File: config.mk
export PLATFORM = sky130hd
export DESIGN_NAME = key_conditioner
export DESIGN_NICKNAME = d
export VERILOG_FILES = /design/src/rtl/key_conditioner.sv
export SDC_FILE = /design/constraint.sdc
export NUM_CORES = 1
export LEC_CHECK = 0
export CORE_MARGIN = 1.5
export CORE_UTILIZATION = 30
export CTS_BUF_LIST = sky130_fd_sc_hd__clkbuf_8
export DETAILED_ROUTE_END_ITERATION = 16
export PLACE_DENSITY = 0.42
export SETUP_SLACK_MARGIN = 0.15
export SLEW_MARGIN = 20
export SYNTH_ARGS = -nofsm -noshare
export SYNTH_HDL_FRONTEND = slang
export SYNTH_SLANG_ARGS = --single-unit
File: constraint.sdc
create_clock -name clock_5 -period 4.3 [get_ports clock_5]
set_clock_uncertainty 0.15 [all_clocks]
set_input_delay 0.86 -clock clock_5 [delete_from_list [all_inputs] [get_ports clock_5]]
set_output_delay 0.86 -clock clock_5 [all_outputs]
set_load 0.05 [all_outputs]
File: src/rtl/key_conditioner.sv
// key_conditioner: synchronises and debounces an active-low push-button, producing
// a clean level, press/release strobes and a direction flag that toggles per press.
`default_nettype none

module key_conditioner #(
  parameter int   DEBOUNCE_CYCLES = 250000,
  parameter logic INIT_DIR        = 1'b1
) (
  input  logic clock_5,
  input  logic reset,
  input  logic key_n,
  output logic key_level,
  output logic key_press,
  output logic key_release,
  output logic dir_out
);

  localparam int               CNT_W   = $clog2(DEBOUNCE_CYCLES);
  localparam logic [CNT_W-1:0] CNT_MAX = CNT_W'(DEBOUNCE_CYCLES - 1);

  typedef enum logic [1:0] {
    IDLE         = 2'd0,
    PRESS_WAIT   = 2'd1,
    PRESSED      = 2'd2,
    RELEASE_WAIT = 2'd3
  } state_e;

  state_e           state_q, state_d;
  logic [CNT_W-1:0] cnt_q, cnt_d;
  logic             sync1_q, sync2_q;
  logic             level_q, level_d;
  logic             press_q, press_d;
  logic             release_q, release_d;
  logic             dir_q, dir_d;
  logic             ks;

  // Synchroniser resets to the released level so a held key is seen as a fresh press.
  assign ks = ~sync2_q;

  always_ff @(posedge clock_5 or negedge reset) begin
    if (!reset) begin
      sync1_q   <= 1'b1;
      sync2_q   <= 1'b1;
      state_q   <= IDLE;
      cnt_q     <= '0;
      level_q   <= 1'b0;
      press_q   <= 1'b0;
      release_q <= 1'b0;
      dir_q     <= INIT_DIR;
    end else begin
      sync1_q   <= key_n;
      sync2_q   <= sync1_q;
      state_q   <= state_d;
      cnt_q     <= cnt_d;
      level_q   <= level_d;
      press_q   <= press_d;
      release_q <= release_d;
      dir_q     <= dir_d;
    end
  end

  always_comb begin
    state_d   = state_q;
    cnt_d     = cnt_q;
    press_d   = 1'b0;
    release_d = 1'b0;
    dir_d     = dir_q;
    case (state_q)
      IDLE: begin
        if (ks) begin
          state_d = PRESS_WAIT;
          cnt_d   = '0;
        end
      end
      PRESS_WAIT: begin
        if (!ks) begin
          state_d = IDLE;
        end else if (cnt_q == CNT_MAX) begin
          state_d = PRESSED;
          press_d = 1'b1;
          dir_d   = ~dir_q;
        end else begin
          cnt_d = cnt_q + CNT_W'(1);
        end
      end
      PRESSED: begin
        if (!ks) begin
          state_d = RELEASE_WAIT;
          cnt_d   = '0;
        end
      end
      RELEASE_WAIT: begin
        if (ks) begin
          state_d = PRESSED;
        end else if (cnt_q == CNT_MAX) begin
          state_d   = IDLE;
          release_d = 1'b1;
        end else begin
          cnt_d = cnt_q + CNT_W'(1);
        end
      end
      default: state_d = IDLE;
    endcase
    level_d = (state_d == PRESSED) || (state_d == RELEASE_WAIT);
  end

  assign key_level   = level_q;
  assign key_press   = press_q;
  assign key_release = release_q;
  assign dir_out     = dir_q;

endmodule

`default_nettype wire

# ---- Yosys cells after proc, flatten, opt, wreduce, memory -nomap -nowiden
# Cells that the tools add are included.
dict set report word_totals {
  input_bits 3
  word_cells 43
  output_inout_bits 4
  regBits 26
}
dict set report classes {
  eq_ne 10
  reduce_logical 4
  bitwise_logic 2
  mux 18
  addsub 1
}
# op n
set op_table {}
lappend op_table {{$mux 18} 5}
lappend op_table {{$pmux 18 s4} 1}
lappend op_table {{$add 18x1->18 const B} 1}
lappend op_table {{$eq 18x18->1 const B} 1}
lappend op_table {{$mux 2} 6}
lappend op_table {{$eq 2x2->1 const B} 4}
lappend op_table {{$ne 2x2->1 const B} 4}
lappend op_table {{$pmux 2 s4} 1}
lappend op_table {{$mux 1} 5}
lappend op_table {{$reduce_and 4->1} 1}
lappend op_table {{$reduce_and 3->1} 1}
lappend op_table {{$eq 2x1->1 const B} 1}
lappend op_table {{$logic_not 2->1} 1}
lappend op_table {{$not 1->1} 2}
lappend op_table {{$logic_or 1x1->1} 1}

# ---- Depth between registers and ports, before layout
# Gate-level depths: netlist (run 1).
dict set report logic_depth {
  depth_word 6
  mapped_depth 5
  depth_no_buf 5
}

# ---- Worst setup path before layout (run 1)
# No wires, ideal clock.
dict set report synth_path {
  path_kind {flip-flop to flip-flop}
  startpoint {register state_q[1]}
  endpoint {register cnt_q[17]}
  path_stages_with_launch 5
  path_slack_ps 2394
  n_path_buf 0
  required_ps 4084
  arrival_ps 1690
  cell_sequence {dfrtp_1 xnor2_1 nand4_2 or4_1 nand2_1}
}
dict set report synth_via {
  elab_chain_len 3
}
# element line
set synth_lines {}
lappend synth_lines {{start, declared} 28} ;# state_e state_q, state_d;
lappend synth_lines {{start signal, assigned} 53} ;# state_q <= state_d;
lappend synth_lines {{$eq 2x1->1, or another cell as far along} 68} ;# case (state_q)
lappend synth_lines {{$ne 2x2->1 (no line)} -}
lappend synth_lines {{$reduce_and 4->1 (no line)} -}
lappend synth_lines {{end signal, assigned} 54} ;# cnt_q <= cnt_d;
lappend synth_lines {{end, declared} 29} ;# logic [CNT_W-1:0] cnt_q, cnt_d;
# Parallel ways exist; a longest one is shown, timed or not.
# A chain may end at the register's enable or synchronous reset.

# ---- Worst setup path after layout (run 1)
dict set report layout_path {
  startpoint {register dir_q (netlist: dir_out)}
  endpoint {output port dir_out}
}
# element line
set layout_rtl {}
lappend layout_rtl {{start, declared} 34} ;# logic dir_q, dir_d;
lappend layout_rtl {{start signal, assigned} 58} ;# dir_q <= dir_d;
lappend layout_rtl {{end, declared} 15} ;# output logic dir_out
# No word-level cell between the ends.

==> results.yml, run 1 <==
run_status:
  status: "finished clean"
timing:
  hold_viol: 0
  slew_violations: 0
  min_period_ns: 2.62
  slew_headroom: 0.331
  fin_crit_sh: 0.609
  tightest_slew_ns: 0.996
  fmax_mhz: 382
  finalSetupTns_ns: 0
  rsz0062_at_grt: "no"
  finalSetupViolCount: 0
  postLayoutSetupSlackWorst_ns: 1.68
logic_synthesis:
  synth_top_area_frac: 0.462
  syn_nets: 121
  syn_inst: 117
  synthTopCellsByArea: "dfrtp_1 (46%), dfstp_2 (6.6%), o21ai_0 (4.2%), or3_1 (4.2%), a21oi_1 (3.8%)"
  yosys.area.top_type: "dfrtp_1"
  ys_ff_latch: 25
  syn_area_per_cell_sq_um: 10.2
  synth_cell_type_count: 32
  ys_seq_area_frac: 0.528
  synth_warnings: 0
  synth_area_sq_mm: 0.00119
job:
  maxCapViolCount: 0
clock_tree:
  clk_pin_slew_ns: 0.09
  cts_made_buffers: 3
  cts_sinks: 25
  cts_tree: "built"
  postCtsSetupRepairBufs: 0
  cts_max_path_buffers: 2
  ctsHtreeMaxLevel: 1
  cts-root-buf: "clkbuf_8"
  clk_latency_ns: 0.27
  cts_hold_repair.buffers: 0
  cts_resized: 0
finish:
  final_nets: 131
  antenna_cells: 0
  area_growth_pct: 13.7
  n_fill_cell: 403
  drive_above_1_share: 0.0873
die:
  core_area_sq_mm: 0.00374
  initial_core_util: 0.318
  dieWidth_um: 66.0
  die_h_um: 66.0
  rows: 22
  fp.dieArea_sq_mm: 0.00436
  ios: 7
global_routing:
  grt_pass1_vias: 856
  grt_max_degree: 25
  grt_overflow: 0
  grt_pass1_wl_mm: 4.08
  grtUsageTotal: 0.124
  antenna_found_initial: 0
critical_path:
  critical_path_class: "flop to primary output"
  critPathRequiredTime_ns: 3.29
  crit_path_end_kind: "primary output"
  critPathMaxStageDelay_ns: 0.79
  crit_family: "buffers and inverters"
  arrival_ns: 1.61
  cp_cell_sequence: "clkdlybuf4s50_1"
  slowest_stage: "clkdlybuf4s50_1"
  crit_buf_inv: 1
  critPathMaxFanout: 2
  crit_path_start_kind: "flop"
power_and_ir_drop:
  leakage_nw: 0.556
  p_seq_frac: 0.603
  switchingPower_uw: 97.5
  powerDensity_mw_per_mm2: 303
  ir_worst_vdd_uv: 138
  pwr-share-comb: 0.048
  p_int_uw: 313
  swShare: 0.237
  p_clk_frac: 0.349
routing:
  wl_mm: 2.42
  drtAntennaViolNets: 0
  drc_errors: 0
  first_pass_iters: 4
  drtIter0Drc: 66
  vias: 915
  wire_per_inst_um: 13.9
  vias_per_cell: 5.26
placement:
  gp_congestion: 0.775
  dp_hpwl_mm: 1.68
  place_ws_ns: 1.81
  portBuffers: 6
hold_path:
  hold_path_class: "flop to flop"
==> sequential cells by signal, summed over array words and instances, names as in the netlist <==
name         cells
cnt_q           18
state_q          2
dir_out          1
key_press        1
key_release      1
sync1_q          1
sync2_q          1
==> placed cells by master, fill, tap and decap left out, drive strengths merged, types with 2 or more instances in the layout <==
cell type	count
a211oi	2
a21oi	9
and3	4
and4	4
buf	2
clkbuf	3
clkdlybuf4s50	5
dfrtp	22
dfstp	3
inv	2
nand2	5
nand3	8
nand4	7
nor2	8
nor3	2
nor4	2
o21ai	11
or3	8
xnor2	3
xor2	5
==> final timing paths <==
check,from,end,slack (ns),cells past startpoint
setup / recovery,dir_out,dir_out,1.68,1
hold reg to reg,sync1_q,sync2_q,0.21,0
max in group asynchronous,reset,sync1_q,3.05,2
setup reg to reg,state_q[1],cnt_q[17],1.75,4
min in group asynchronous,reset,cnt_q[1],0.41,1
hold / removal,sync1_q,sync2_q,0.21,0
==> synth_stat cells <==
| cell type | instances |
|---|---|
| a211oi_1 | 2 |
| a21oi_1 | 9 |
| a22o_1 | 1 |
| a41oi_1 | 1 |
| and3_1 | 4 |
| and4_1 | 4 |
| and4b_1 | 1 |
| buf_2 | 1 |
| clkbuf_1 | 1 |
| dfrtp_1 | 22 |
| dfstp_2 | 3 |
| ha_1 | 1 |
| inv_1 | 2 |
| nand2_1 | 5 |
| nand2b_1 | 1 |
| nand3_1 | 8 |
| nand4_1 | 6 |
| nand4_2 | 1 |
| nor2_1 | 7 |
| nor2_2 | 1 |
| nor3_1 | 2 |
| nor3b_1 | 1 |
| nor4_1 | 2 |
| nor4b_1 | 1 |
| o211ai_1 | 1 |
| o21ai_0 | 10 |
| o21ai_1 | 1 |
| o2bb2ai_1 | 1 |
| or3_1 | 8 |
| or4_1 | 1 |
| xnor2_1 | 3 |
| xor2_1 | 5 |
==> cell families (layout without fill, tap and decap cells) <==
family	Yosys count	after routing	share of synthesized area
AO/OA/AOI/OAI	26	26	0.125
adder cells (fa/ha/maj)	1	1	0.0105
AND/OR/NAND/NOR	53	53	0.264
buffers and inverters	4	13	0.0137
flip-flops	25	25	0.528
XOR/XNOR	8	8	0.0588
==> metal layers <==
layer  part of all wire  vias to the layer above  GRT usage
met5                  0                        -          0
met4             0.0087                        0     0.0510
met3              0.025                        2     0.0273
met2               0.44                       14      0.174
met1               0.53                      440      0.182
li1                   -                      459          -
==> per-stage QoR <==
step	total power [mW]	std cells	hold slack [ns]	instance area, sq um	utilization
3_5_place_dp	0.273	170	0.200	1310	0.350
3_3_place_gp	0.273	170	0.199	1310	0.350
6_report	0.411	174	0.211	1350	0.362
5_1_grt	0.434	174	0.220	1350	0.362
2_1_floorplan	0.262	117	0.195	1190	-
4_1_cts	0.421	174	0.214	1360	0.363
==> power groups by stage <==
stage	clock [mW]	combinational [mW]	sequential (mW)
2_1_floorplan	0	0.0112	0.250
3_3_place_gp	0	0.0206	0.253
6_report	0.143	0.0195	0.248
5_1_grt	0.162	0.0225	0.249
4_1_cts	0.152	0.0206	0.248
3_5_place_dp	0	0.0207	0.252
==> cell type report <==
type                            instances  area, sq um  share of cell area
Clock buffer                            3         41.3              0.0305
Clock inverter                          1         7.51             0.00555
Inverter                                2         7.51             0.00555
Sequential cell                        25          629               0.465
Timing Repair Buffer                    7         62.6              0.0462
Multi-Input combinational cell         88          546               0.403
Tap cell                               48         60.1              0.0444
Power figures use the tool's default switching activity.
==> run 2: changes to the inputs <==
==> constraint.sdc (replaced) <==
create_clock -name clock_5 -period 2.6 [get_ports clock_5]
set_clock_uncertainty 0.15 [all_clocks]
set_input_delay 0.52 -clock clock_5 [delete_from_list [all_inputs] [get_ports clock_5]]
set_output_delay 0.52 -clock clock_5 [all_outputs]
set_load 0.05 [all_outputs]
==> run 2 against run 1 <==
Net effect:
- flip-flop and latch count unchanged
- combinational power grew 85%
- cell area rose by 1.5%
- critical path type unchanged
==> results.yml, run 2 (synthesis results as in run 1) <==
critical_path:
  reg2regPathDepth: 5
  crit_buf_inv: 1
  arrival_ns: 1.61
  crit_family: "buffers and inverters"
  crit_path_start_kind: "flop"
  critPathMaxFanout: 2
  crit_path_end_kind: "primary output"
  critPathRequiredTime_ns: 1.93
  r2r_slack_ns: 0.57
  r2r-start: "cnt_q[0]"
  reg2reg_to: "cnt_q[16]"
  critical_path_class: "flop to primary output"
  cp_cell_sequence: "clkdlybuf4s50_1"
  critPathMaxStageDelay_ns: 0.79
  slowest_stage: "clkdlybuf4s50_1"
timing:
  slew_violations: 0
  finalSetupTns_ns: 0
  slew_headroom: 0.670
  timing.hold.ws_ns: 0.212
  rsz0062_at_grt: "no"
  hold_viol: 0
  min_period_ns: 2.28
  fin_crit_sh: 0.877
  finalSetupViolCount: 0
  tightest_slew_ns: 0.494
  postLayoutSetupSlackWorst_ns: 0.319
  fmax_mhz: 438
placement:
  placed_cells: 172
  gp_congestion: 0.752
  dp_hpwl_mm: 1.76
  portBuffers: 6
  place_ws_ns: 0.598
  placed_area_sq_mm: 0.00133
clock_tree:
  cts_max_path_buffers: 2
  cts_resized: 0
  postCtsSetupRepairBufs: 0
  cts_made_buffers: 3
  cts_tree: "built"
  cts-root-buf: "clkbuf_8"
  cts_hold_repair.buffers: 0
  cts_sinks: 25
  clk_latency_ns: 0.27
  ctsHtreeMaxLevel: 1
  clk_pin_slew_ns: 0.09
finish:
  fin_area_sq_mm: 0.00137
  final_common_cell: "dfrtp_1"
  antenna_cells: 0
  regArea_sq_um: 629
  area_growth_pct: 15.3
  final_nets: 133
  multi_input_area_sq_um: 546
  final_core_util: 0.367
  layout_common_cells: "dfrtp_1 (22), o21ai_0 (10), a21oi_1 (9)"
  largest_reg_flops: 18
  largest-register: "cnt_q"
  largestRegisters: "cnt_q: 18 flops, state_q: 2 flops"
  drive_above_1_share: 0.0938
  n_fill_cell: 411
  stdcell_count: 176
routing:
  wire_per_inst_um: 14.4
  drc_errors: 0
  wl_mm: 2.54
  vias_per_cell: 5.47
  drtAntennaViolNets: 0
  drtIter0Drc: 44
  vias: 963
  first_pass_iters: 4
global_routing:
  met2_usage: 0.220
  busiest_layer: "met2"
  grt_max_degree: 26
  grt_overflow: 0
  grt_pass1_wl_mm: 4.35
  antenna_found_initial: 0
  use_met1: 0.172
  met3_usage: 0.0358
  grt_pass1_vias: 913
  grtUsageTotal: 0.135
power_and_ir_drop:
  power.total_uw: 686
  leakage_nw: 0.565
  ir_worst_vdd_uv: 353
  powerDensity_mw_per_mm2: 499
die:
  initial_core_util: 0.318
  rows: 22
  die_h_um: 66.0
  ios: 7
  core_area_sq_mm: 0.00374
  fp.dieArea_sq_mm: 0.00436
  dieWidth_um: 66.0
job:
  maxCapViolCount: 0
hold_path:
  min_from: "sync1_q"
  hold_path_class: "flop to flop"
  min_to: "sync2_q"
  min_path_cells: 0
run_status:
  status: "finished clean"
## run 2: changes by cell type in the layout (fill, tap and decap cells not counted), sizes merged
| cell | delta |
|---|---|
| buf | +1 |
| clkdlybuf4s50 | +1 |
## run 2: power breakdown
part	internal, mW	leakage (nW)	total, mW	switching [mW]
Sequential	0.398	0.334	0.410	0.0120
Combinational	0.0141	0.210	0.0361	0.0220
Clock	0.109	0.0217	0.240	0.131
Total	0.521	0.565	0.686	0.165
## run 2: cell type report
| type | count | share of cell area |
|---|---|---|
| Tap cell | 48 | 0.0437 |
| Clock inverter | 1 | 0.00546 |
| Sequential cell | 25 | 0.458 |
| Inverter | 2 | 0.00546 |
| Clock buffer | 3 | 0.0301 |
| Timing Repair Buffer | 9 | 0.0601 |
| Multi-Input combinational cell | 88 | 0.397 |
## run 2: how the worst max path moves through the flow
stage                    start  cells past startpoint        end  slack (ns)
floorplan           state_q[1]                      4  cnt_q[17]        0.69
global placement       dir_out                      1    dir_out        0.62
detailed placement  state_q[1]                      4  cnt_q[16]        0.60
CTS                    dir_out                      1    dir_out        0.30
global route           dir_out                      1    dir_out        0.28
finish                 dir_out                      1    dir_out        0.32
## run 2: routing by layer
layer | up-vias | wire length [um] | share of wire
met3 | 5 | 98 | 0.039
li1 | 463 | - | -
met2 | 21 | 1190 | 0.47
met5 | - | 0 | 0
met4 | 0 | 40 | 0.016
met1 | 474 | 1210 | 0.48
